## config.mk

```make
export PLATFORM = sky130hd
export DESIGN_NAME = master_vldrdy
export DESIGN_NICKNAME = d
export VERILOG_FILES = /design/src/rtl/master_vldrdy.sv
export SDC_FILE = /design/constraint.sdc
export NUM_CORES = 1
export LEC_CHECK = 0
export CORE_MARGIN = 1
export CORE_UTILIZATION = 55
export CTS_BUF_LIST = sky130_fd_sc_hd__clkbuf_2
export CTS_CLUSTER_SIZE = 25
export DETAILED_ROUTE_END_ITERATION = 8
export GPL_TIMING_DRIVEN = 1
export PLACE_DENSITY = 0.82
export SLEW_MARGIN = 0
export SYNTH_ARGS = -nofsm -noshare
export SYNTH_HDL_FRONTEND = slang
export SYNTH_SLANG_ARGS = --single-unit
```

## constraint.sdc

```tcl
create_clock -name clk -period 3.15 [get_ports clk]
set_clock_uncertainty 0.05 [all_clocks]
set_input_delay 0.4725 -clock clk [delete_from_list [all_inputs] [get_ports clk]]
set_output_delay 0.4725 -clock clk [all_outputs]
set_load 0.02 [all_outputs]
```

## src/rtl/master_vldrdy.sv

```systemverilog
// master_vldrdy: valid/ready stream source emitting counter or LFSR bursts.
// Ports: clk, rst (sync, active-high); cfg_en/cfg_mode/cfg_len/cfg_gap
//   configure a burst; start launches it; busy/done/sent_cnt report
//   progress; src_val/src_rdy/src_data form the outgoing stream.
module master_vldrdy #(
    parameter int                DWIDTH = 8,
    parameter logic [DWIDTH-1:0] POLY   = DWIDTH'(8'hB8),
    parameter logic [DWIDTH-1:0] SEED   = DWIDTH'(1)
) (
    input  logic              clk,
    input  logic              rst,
    input  logic              cfg_en,
    input  logic              cfg_mode,
    input  logic [15:0]       cfg_len,
    input  logic [3:0]        cfg_gap,
    input  logic              start,
    output logic              busy,
    output logic              done,
    output logic [15:0]       sent_cnt,
    output logic              src_val,
    input  logic              src_rdy,
    output logic [DWIDTH-1:0] src_data
);

    // An all-zero LFSR would lock up, so a zero seed is promoted to 1.
    localparam logic [DWIDTH-1:0] SEED_EFF =
        (SEED == '0) ? DWIDTH'(1) : SEED;

    typedef enum logic [1:0] {
        S_IDLE,
        S_SEND,
        S_GAP,
        S_DONE
    } state_t;

    state_t            state_q, state_d;
    logic              val_q, val_d;
    logic [DWIDTH-1:0] data_q, data_d;
    logic              busy_q, busy_d;
    logic              done_q, done_d;
    logic [15:0]       cnt_q, cnt_d;
    logic              mode_q, mode_d;
    logic [15:0]       len_q, len_d;
    logic [3:0]        gap_q, gap_d;
    logic [3:0]        gcnt_q, gcnt_d;

    logic              xfer;
    logic [15:0]       cnt_inc;
    logic [DWIDTH-1:0] data_nxt;

    // Next pattern word from the current one, in the latched mode.
    function automatic logic [DWIDTH-1:0] pat_next(
        input logic              m,
        input logic [DWIDTH-1:0] x
    );
        if (m) begin
            return (x >> 1) ^ (x[0] ? POLY : '0);
        end
        return x + DWIDTH'(1);
    endfunction

    assign xfer     = val_q & src_rdy;
    assign cnt_inc  = cnt_q + 16'd1;
    assign data_nxt = pat_next(mode_q, data_q);

    always_comb begin
        state_d = state_q;
        val_d   = val_q;
        data_d  = data_q;
        busy_d  = busy_q;
        done_d  = 1'b0;
        cnt_d   = cnt_q;
        mode_d  = mode_q;
        len_d   = len_q;
        gap_d   = gap_q;
        gcnt_d  = gcnt_q;

        if (!cfg_en) begin
            // Abort: drop any pending word, but a word taken this
            // very cycle is still counted.
            state_d = S_IDLE;
            val_d   = 1'b0;
            busy_d  = 1'b0;
            if (xfer) begin
                cnt_d  = cnt_inc;
                data_d = data_nxt;
            end
        end else begin
            unique case (state_q)
                S_IDLE: begin
                    if (start) begin
                        state_d = S_SEND;
                        val_d   = 1'b1;
                        busy_d  = 1'b1;
                        cnt_d   = '0;
                        mode_d  = cfg_mode;
                        len_d   = cfg_len;
                        gap_d   = cfg_gap;
                        data_d  = cfg_mode ? SEED_EFF : '0;
                    end
                end
                S_SEND: begin
                    if (xfer) begin
                        cnt_d  = cnt_inc;
                        data_d = data_nxt;
                        if (len_q != 16'd0 && cnt_inc == len_q) begin
                            state_d = S_DONE;
                            val_d   = 1'b0;
                            busy_d  = 1'b0;
                            done_d  = 1'b1;
                        end else if (gap_q != 4'd0) begin
                            state_d = S_GAP;
                            val_d   = 1'b0;
                            gcnt_d  = gap_q;
                        end
                    end
                end
                S_GAP: begin
                    gcnt_d = gcnt_q - 4'd1;
                    if (gcnt_q == 4'd1) begin
                        state_d = S_SEND;
                        val_d   = 1'b1;
                    end
                end
                S_DONE: begin
                    state_d = S_IDLE;
                end
                default: begin
                    state_d = S_IDLE;
                    val_d   = 1'b0;
                    busy_d  = 1'b0;
                end
            endcase
        end
    end

    always_ff @(posedge clk) begin
        if (rst) begin
            state_q <= S_IDLE;
            val_q   <= 1'b0;
            data_q  <= '0;
            busy_q  <= 1'b0;
            done_q  <= 1'b0;
            cnt_q   <= '0;
            mode_q  <= 1'b0;
            len_q   <= '0;
            gap_q   <= '0;
            gcnt_q  <= '0;
        end else begin
            state_q <= state_d;
            val_q   <= val_d;
            data_q  <= data_d;
            busy_q  <= busy_d;
            done_q  <= done_d;
            cnt_q   <= cnt_d;
            mode_q  <= mode_d;
            len_q   <= len_d;
            gap_q   <= gap_d;
            gcnt_q  <= gcnt_d;
        end
    end

    assign src_val  = val_q;
    assign src_data = data_q;
    assign busy     = busy_q;
    assign done     = done_q;
    assign sent_cnt = cnt_q;

endmodule

```

# Yosys cells after proc, flatten, opt, wreduce, memory -nomap -nowiden
# Cells that the tools add are included.
# Widths: inputs -> output; s select.
# word_totals
reg_bits	54
latch_bits	0
ram_bits	0
mem_bits_ro	0
in_bits	26
elab_cells	80
memories	0
# classes
add_sub_neg	3
multipliers	0
n_div	0
magnitude_cmp	0
eq_ne	14
shift	0
muxes	33
n_bitwise	5
reduce_logical	15
# op_table
cell	count
$mux 16	3
$mux 8	6
$pmux 16 s2	1
$add 16x1->16 const B	1
$eq 16x16->1	1
$pmux 8 s2	1
$reduce_bool 16->1	1
$mux 4	3
$ne 2x2->1 const B	6
$mux 1	10
$mux 2	5
$reduce_and 5->1	2
$add 8x1->8 const B	1
$pmux 2 s4	1
$pmux 4 s2	1
$reduce_and 4->1	2
$xor 7x8->8	1
$ne 3x3->1 const B	2
$eq 2x2->1 const B	2
$eq 4x1->1 const B	1
$reduce_bool 2->1	2
$reduce_bool 4->1	1
$reduce_or 4->1	1
$sub 4x1->4 const B	1
12 further kinds	14

# Logic depth before layout (Yosys ltp)
# Gate-level depths: netlist of run 1.
# depth
depth_word	7
ltp_mapped	10
mapped_depth_nobuf	9

# Worst setup path after synthesis of run 1
# No wires, ideal clock.
# synth_path
kind	register -> register
from	register cnt_q[0], in the netlist sent_cnt[0]
to	register gcnt_q[1]
t_arrival_ns	2.509
setup_slack_ns	0.477
path_stages_with_launch	11
path_buffers	1
period_less_slack_ns	2.673
path_cell_list	dfxtp_1 -> ha_1 -> buf_2 -> inv_1 -> nor4_1 -> mux2i_1 -> o211ai_1 -> nor4b_2 -> and2_0 -> o22ai_1 -> a21o_1
# synth_via
elab_chain_cells	5
# synth_lines
element	line	rtl
start: declaration	41	logic [15:0] cnt_q, cnt_d;
start signal: assignment	155	cnt_q <= cnt_d;
$add 16x1->16	63	assign cnt_inc = cnt_q + 16'd1;
$eq 16x16->1	106	if (len_q != 16'd0 && cnt_inc == len_q) begin
$logic_and 1x1->1	106	
$ne 2x2->1 (no line)	-	
$reduce_and 5->1 (no line)	-	
end signal: assignment	159	gcnt_q <= gcnt_d;
end: declaration	45	logic [3:0] gcnt_q, gcnt_d;
# Every way passes these cells.
# A chain may end at the register's enable or synchronous reset.

# Worst setup path after layout of run 1
# layout_path
from	register cnt_q[3], in the netlist sent_cnt[3]
to	register gcnt_q[1]
# The elaborated chain is that of the path after synthesis.

==> flow_summary.ini, run 1 <==
[power]
netSwitchingFraction_pct = 27.8
intPower_mw = 0.840
p_leak_nw = 1.29
power_mw = 1.16
ir_worst_vdd_mv = 0.177
p_per_area_nw_per_um2 = 315
p_sw_mw = 0.324
pwr-share-clk_pct = 23.0
combPwrFrac_pct = 14.5
p_seq_share_pct = 62.5

[die]
die_area_um2 = 6060
die_h_um = 77.8
initial_utilization_pct = 57.1
die_x_um = 77.8
core_um2 = 5540
io_pins = 53
fp-row-count = 27

[timing]
slew_violations = 0
max_freq_mhz = 353
maxSlewHeadroom_pct = 69.8
rsz0062_at_grt = false
final.setup.tns_ns = 0
finalCritPeriodShare_pct = 89.8
setup_viol = 0
hold_viol = 0
tightest_slew_ns = 0.453
fin_crit_ns = 2.83

[clock_tree]
cts_tree = yes
post_cts_buffers = 0
root_buffer = clkbuf_2
cts_buffer_depth = 2
h-tree-depth = 2
clock_latency_ns = 0.43
clkSinkCount = 54
cts_resized = 0
holdBufCountCts = 0
clk_pin_slew_ns = 0.25
cts_buffers = 5

[cells_and_area]
diodes = 0
multi_input_area_um2 = 1880
seq_area_um2 = 1080
fillers = 511
area_growth_pct = 17.0
drive_gt1_share_pct = 5.97
nets = 481

[min_path]
worst_hold_startpoint = gap_q[1]$_SDFFE_PP0P_
hold_path_depth = 2
holdCritPathClass = reg -> reg
whs_endpoint = gap_q[1]$_SDFFE_PP0P_

[synth]
ys_ff_latch = 54
synth-async-reset-ratio_pct = 0
synth_warnings = 0
yosys-top-cells-area = dfxtp_1, nand2_1, a21oi_1
synthFlopType = dfxtp_1
syn_area_um2 = 3160
synthTopCellsByCount = nand2_1, dfxtp_1, a21oi_1
synth_cells = 407
syn-mean-instance-area_um2 = 7.77
synth_most_common_cell = nand2_1
yosysTopAreaCellShare_pct = 34.2
synth.distinct_cells = 55
synth_edf_count = 0
yosys.area.top_type = dfxtp_1
syn_nets = 437
seq_area_frac_synth_pct = 34.2

[drt]
wl_per_cell_um = 14.7
routed_wl_um = 7710
dr.pass1.iters = 4
num_vias = 3037
drt_iter0_markers = 152
vias_per_cell = 5.80
drc_errors = 0
ant_nets = 0

[place]
dp.final_hpwl_um = 5680
gp_congestion = 0.952
port_buffers = 52

[global_route]
grt_pass1_vias = 2784
grt_pass1_wl_um = 13000
grt_max_degree = 33
antenna_found_initial = 0
grt_usage_pct = 26.7
grt_overflow_total = 0

[run_status]
outcome = completed

[setup_path]
cp.required_ns = 3.48
critical_path.startpoint_type = flip-flop
ff2ff_setup_slack_ns = 0.32
crit_family = simple AND/OR/NAND/NOR gates
slowest_stage = dfxtp_1
rr_worst_depth = 8
worst_r2r_endpoint = gcnt_q[1]$_SDFFE_PP0P_
cp_max_fo = 10
path_cells = nand4_2, nor4_1, mux2i_1, o211ai_1, nor4b_2, and2_0, o22ai_1, a21o_1
worst-setup-path-type = reg -> reg
path_buf_inv = 0
r2r-start = sent_cnt[3]$_SDFFE_PP0P_
crit_arrival_ns = 3.16
cp.depth = 8
cp-end-kind = flip-flop
critical-path-max-stage-delay_ns = 0.59

[flow_run]
cap_viol_max_count = 0
power groups by stage:
stage          clock, mW  sequential, mW  combinational, mW
2_1_floorplan          0           0.733              0.108
3_3_place_gp           0           0.740              0.165
3_5_place_dp           0           0.740              0.167
4_1_cts            0.276           0.727              0.168
5_1_grt            0.301           0.732              0.187
6_report           0.268           0.728              0.168
kinds of logic (layout without fill, tap and decap cells):
| kind of cell | after synthesis | count (layout) | share of synthesized area, % |
|---|---|---|---|
| compound gates | 107 | 107 | 20.6 |
| xor+xnor | 31 | 31 | 8.59 |
| fa+ha+maj | 4 | 4 | 1.58 |
| buf+inv | 31 | 76 | 6.41 |
| flops | 54 | 54 | 34.2 |
| mux | 3 | 3 | 0.989 |
| simple gates | 177 | 177 | 27.7 |
per-layer routing:
metal	global-route usage, %	vias to the layer above	wire, µm
met2	45.0	87	3770
met3	4.35	9	292
li1	-	1530	-
met5	0	-	0
met1	34.3	1411	3560
met4	9.25	0	84
worst max path at each step:
stage                                         from  slack, ns                 endpoint
after floorplan           sent_cnt[0]$_SDFFE_PP0P_       0.48   gcnt_q[1]$_SDFFE_PP0P_
after global placement    sent_cnt[3]$_SDFFE_PP0P_       0.53   gcnt_q[1]$_SDFFE_PP0P_
after detailed placement  sent_cnt[0]$_SDFFE_PP0P_       0.35     src_val$_SDFFE_PP0P_
after CTS                 sent_cnt[0]$_SDFFE_PP0P_       0.37     src_val$_SDFFE_PP0P_
after global routing      sent_cnt[3]$_SDFFE_PP0P_       0.09  state_q[1]$_SDFFE_PP0P_
final                     sent_cnt[3]$_SDFFE_PP0P_       0.32   gcnt_q[1]$_SDFFE_PP0P_
cells in the final DEF, fill, tap and decap left out, drive strengths merged, types with 8 or more instances in the layout:
cell,Yosys,final
dfxtp,54,54
xnor2,16,16
buf,8,8
inv,8,8
or3,8,8
clkdlybuf4s50,0,52
xor2,15,15
nand2b,9,9
a21oi,41,41
nor2,27,27
nand3,10,10
nand4,13,13
o21ai,25,25
nand2,77,77
area by class of cell:
type                            count  area share [%]
Clock buffer                        6           0.812
Clock inverter                      2           0.237
Inverter                            8           0.812
Multi-Input combinational cell    322            50.8
Sequential cell                    54            29.2
Tap cell                           72            2.44
Timing Repair Buffer               60            15.7
metrics by stage:
| stage | hold WS (ns) | instances | utilization (%) | instance area, µm² | setup WS, ns |
|---|---|---|---|---|---|
| global placement | 0.408 | 516 | 66.1 | 3660 | 0.527 |
| floorplan | 0.395 | 407 | - | 3160 | 0.477 |
| detailed placement | 0.416 | 516 | 66.1 | 3660 | 0.354 |
| CTS | 0.442 | 524 | 66.8 | 3700 | 0.367 |
| global route | 0.464 | 524 | 66.8 | 3700 | 0.0918 |
| finish | 0.443 | 524 | 66.8 | 3700 | 0.320 |
sequential cells by signal (all words and copies together), names as in the netlist:
signal,count
len_q,16
sent_cnt,16
src_data,8
gap_q,4
gcnt_q,4
state_q,2
busy,1
done,1
mode_q,1
src_val,1
worst register-to-register path: cells and delay by family (launching register included):
kind / cells / cell delay [ns]
simple gates: 4 / 1.49
flops: 1 / 0.59
compound gates: 3 / 0.41
mux: 1 / 0.25
No activity file was read; power rests on OpenSTA's default activity.
==> run 2, diff against run 1 <==
Settings changed: HOLD_SLACK_MARGIN from default to 0.08.
==> results of run 2 <==
Final layout, timing and power as in run 1 (identical DEF).
==> run 3, diff against run 2 <==
Settings changed: DONT_BUFFER_PORTS from default to 1, GPL_ROUTABILITY_DRIVEN from default to 0, PLACE_DENSITY 0.82 to 0.7, SETUP_SLACK_MARGIN from default to 0.3.
==> flow_summary.ini, run 3 (same netlist as run 1, synthesis figures left out) <==
[clock_tree]
cts_buffers = 5
clock_latency_ns = 0.46
clk_pin_slew_ns = 0.27
root_buffer = clkbuf_2
cts_tree = yes
cts_buffer_depth = 2
h-tree-depth = 2
clkSinkCount = 54

[die]
initial_utilization_pct = 57.1
io_pins = 53
core_um2 = 5540
die_area_um2 = 6060
die_h_um = 77.8
die_x_um = 77.8
fp-row-count = 27

[power]
ir_worst_vdd_mv = 0.203
pwr-share-clk_pct = 28.8
p_leak_nw = 1.23
p_per_area_nw_per_um2 = 356
p_seq_share_pct = 59.4
netSwitchingFraction_pct = 26.8
intPower_mw = 0.900
p_sw_mw = 0.329
power_mw = 1.23
combPwrFrac_pct = 11.7

[cells_and_area]
finish.utilization_pct = 62.4
drive_gt1_share_pct = 9.41
area_growth_pct = 9.26
design_area_um2 = 3450
nets = 454
final_common_cell = nand2_1
fillers = 524
diodes = 0
final_cell_mix = nand2_1, dfxtp_1, a21oi_1

[drt]
drt_iter0_markers = 193
ant_nets = 0
dr.pass1.iters = 5
num_vias = 3010
wl_per_cell_um = 15.6
drc_errors = 0
vias_per_cell = 6.06
routed_wl_um = 7740

[setup_path]
worst-setup-path-type = reg -> reg
crit_arrival_ns = 3.01
cp_max_fo = 10
cp-end-kind = flip-flop
cp.required_ns = 3.50
critical_path.startpoint_type = flip-flop

[timing]
tightest_slew_ns = 0.992
final.setup.tns_ns = 0
finalCritPeriodShare_pct = 84.4
slew_violations = 0
fin_crit_ns = 2.66
rsz0062_at_grt = false
setup_viol = 0
hold_viol = 0
setup_ws_ns = 0.492
max_freq_mhz = 376
maxSlewHeadroom_pct = 33.7

[global_route]
antenna_found_initial = 0
grt_pass1_wl_um = 12400
grt_pass1_vias = 2697
grt_overflow_total = 0
grt_usage_pct = 25.7
grt_max_degree = 28

[run_status]
outcome = completed

[place]
post_dp_cell_area_um2 = 3170
port_buffers = 0
dp.final_hpwl_um = 5470
preCtsSetupSlack_ns = 0.360

[min_path]
holdCritPathClass = in -> reg

[flow_run]
cap_viol_max_count = 0
-- run 3: cell types whose count changed in the layout (fill, tap and decap cells not counted), sizes merged --
cell | previous run | this run
bufinv | 0 | 1
clkdlybuf4s50 | 52 | 0
dlygate4sd3 | 0 | 21
clkbuf | 6 | 5
buf | 8 | 12
-- run 3: metal layers --
layer / part of all wire (%) / up-vias / wire length (µm) / GRT usage [%]
met1: 42 / 1378 / 3240 / 30.3
met3: 6.8 / 24 / 525 / 4.59
met5: 0 / - / 0 / 0
met2: 49 / 128 / 3760 / 45.3
met4: 2.7 / 0 / 209 / 10.8
li1: - / 1480 / - / -
-- run 3: final timing paths --
kind / from / to / slack [ns] / cells after the start
setup / recovery: sent_cnt[10]$_SDFFE_PP0P_ / gcnt_q[1]$_SDFFE_PP0P_ / 0.49 / 8
hold reg to reg: len_q[1]$_SDFFE_PP0P_ / len_q[1]$_SDFFE_PP0P_ / 0.46 / 2
hold / removal: cfg_len[6] / len_q[6]$_SDFFE_PP0P_ / 0.08 / 2
setup reg to reg: sent_cnt[10]$_SDFFE_PP0P_ / gcnt_q[1]$_SDFFE_PP0P_ / 0.49 / 8
-- run 3: worst max-delay path, stage by stage, from the launching register on --
cell and delay, ns:
dfxtp_2 0.56, and4_1 0.26, nand4_1 0.18, o31ai_1 0.34
nand4_1 0.17, nor4b_2 0.45, and2_1 0.30, o22ai_1 0.10
a21o_1 0.18
-- run 3: metrics by stage --
step,hold slack (ns),cells
finish,0.0816,497
detailed placement,0.422,468
CTS,0.0838,496
floorplan,0.395,407
global placement,0.420,468
global route,0.0807,497
-- run 3: repair_timing --
action | 4_1_cts | 5_1_grt
hold buffers | 20 | 1
gates resized for setup | 0 | 9
endpoints found under the hold margin | 27 | 1
setup buffers | 0 | 0
setup endpoints to repair | 0 | 8
-- run 3: final cells by class --
cell class | instances | area, µm² | area share, %
Multi-Input combinational cell | 322 | 1880 | 54.4
Sequential cell | 54 | 1090 | 31.6
Timing Repair Buffer | 33 | 300 | 8.69
Clock buffer | 5 | 25.0 | 0.724
Tap cell | 72 | 90.1 | 2.61
Clock inverter | 3 | 40.0 | 1.16
Inverter | 8 | 30.0 | 0.869
-- run 3: power groups by stage --
stage	Sequential [mW]	Clock (mW)	Combinational, mW
2_1_floorplan	0.733	0	0.108
3_5_place_dp	0.743	0	0.117
5_1_grt	0.735	0.385	0.159
6_report	0.731	0.354	0.144
3_3_place_gp	0.743	0	0.114
4_1_cts	0.731	0.363	0.142
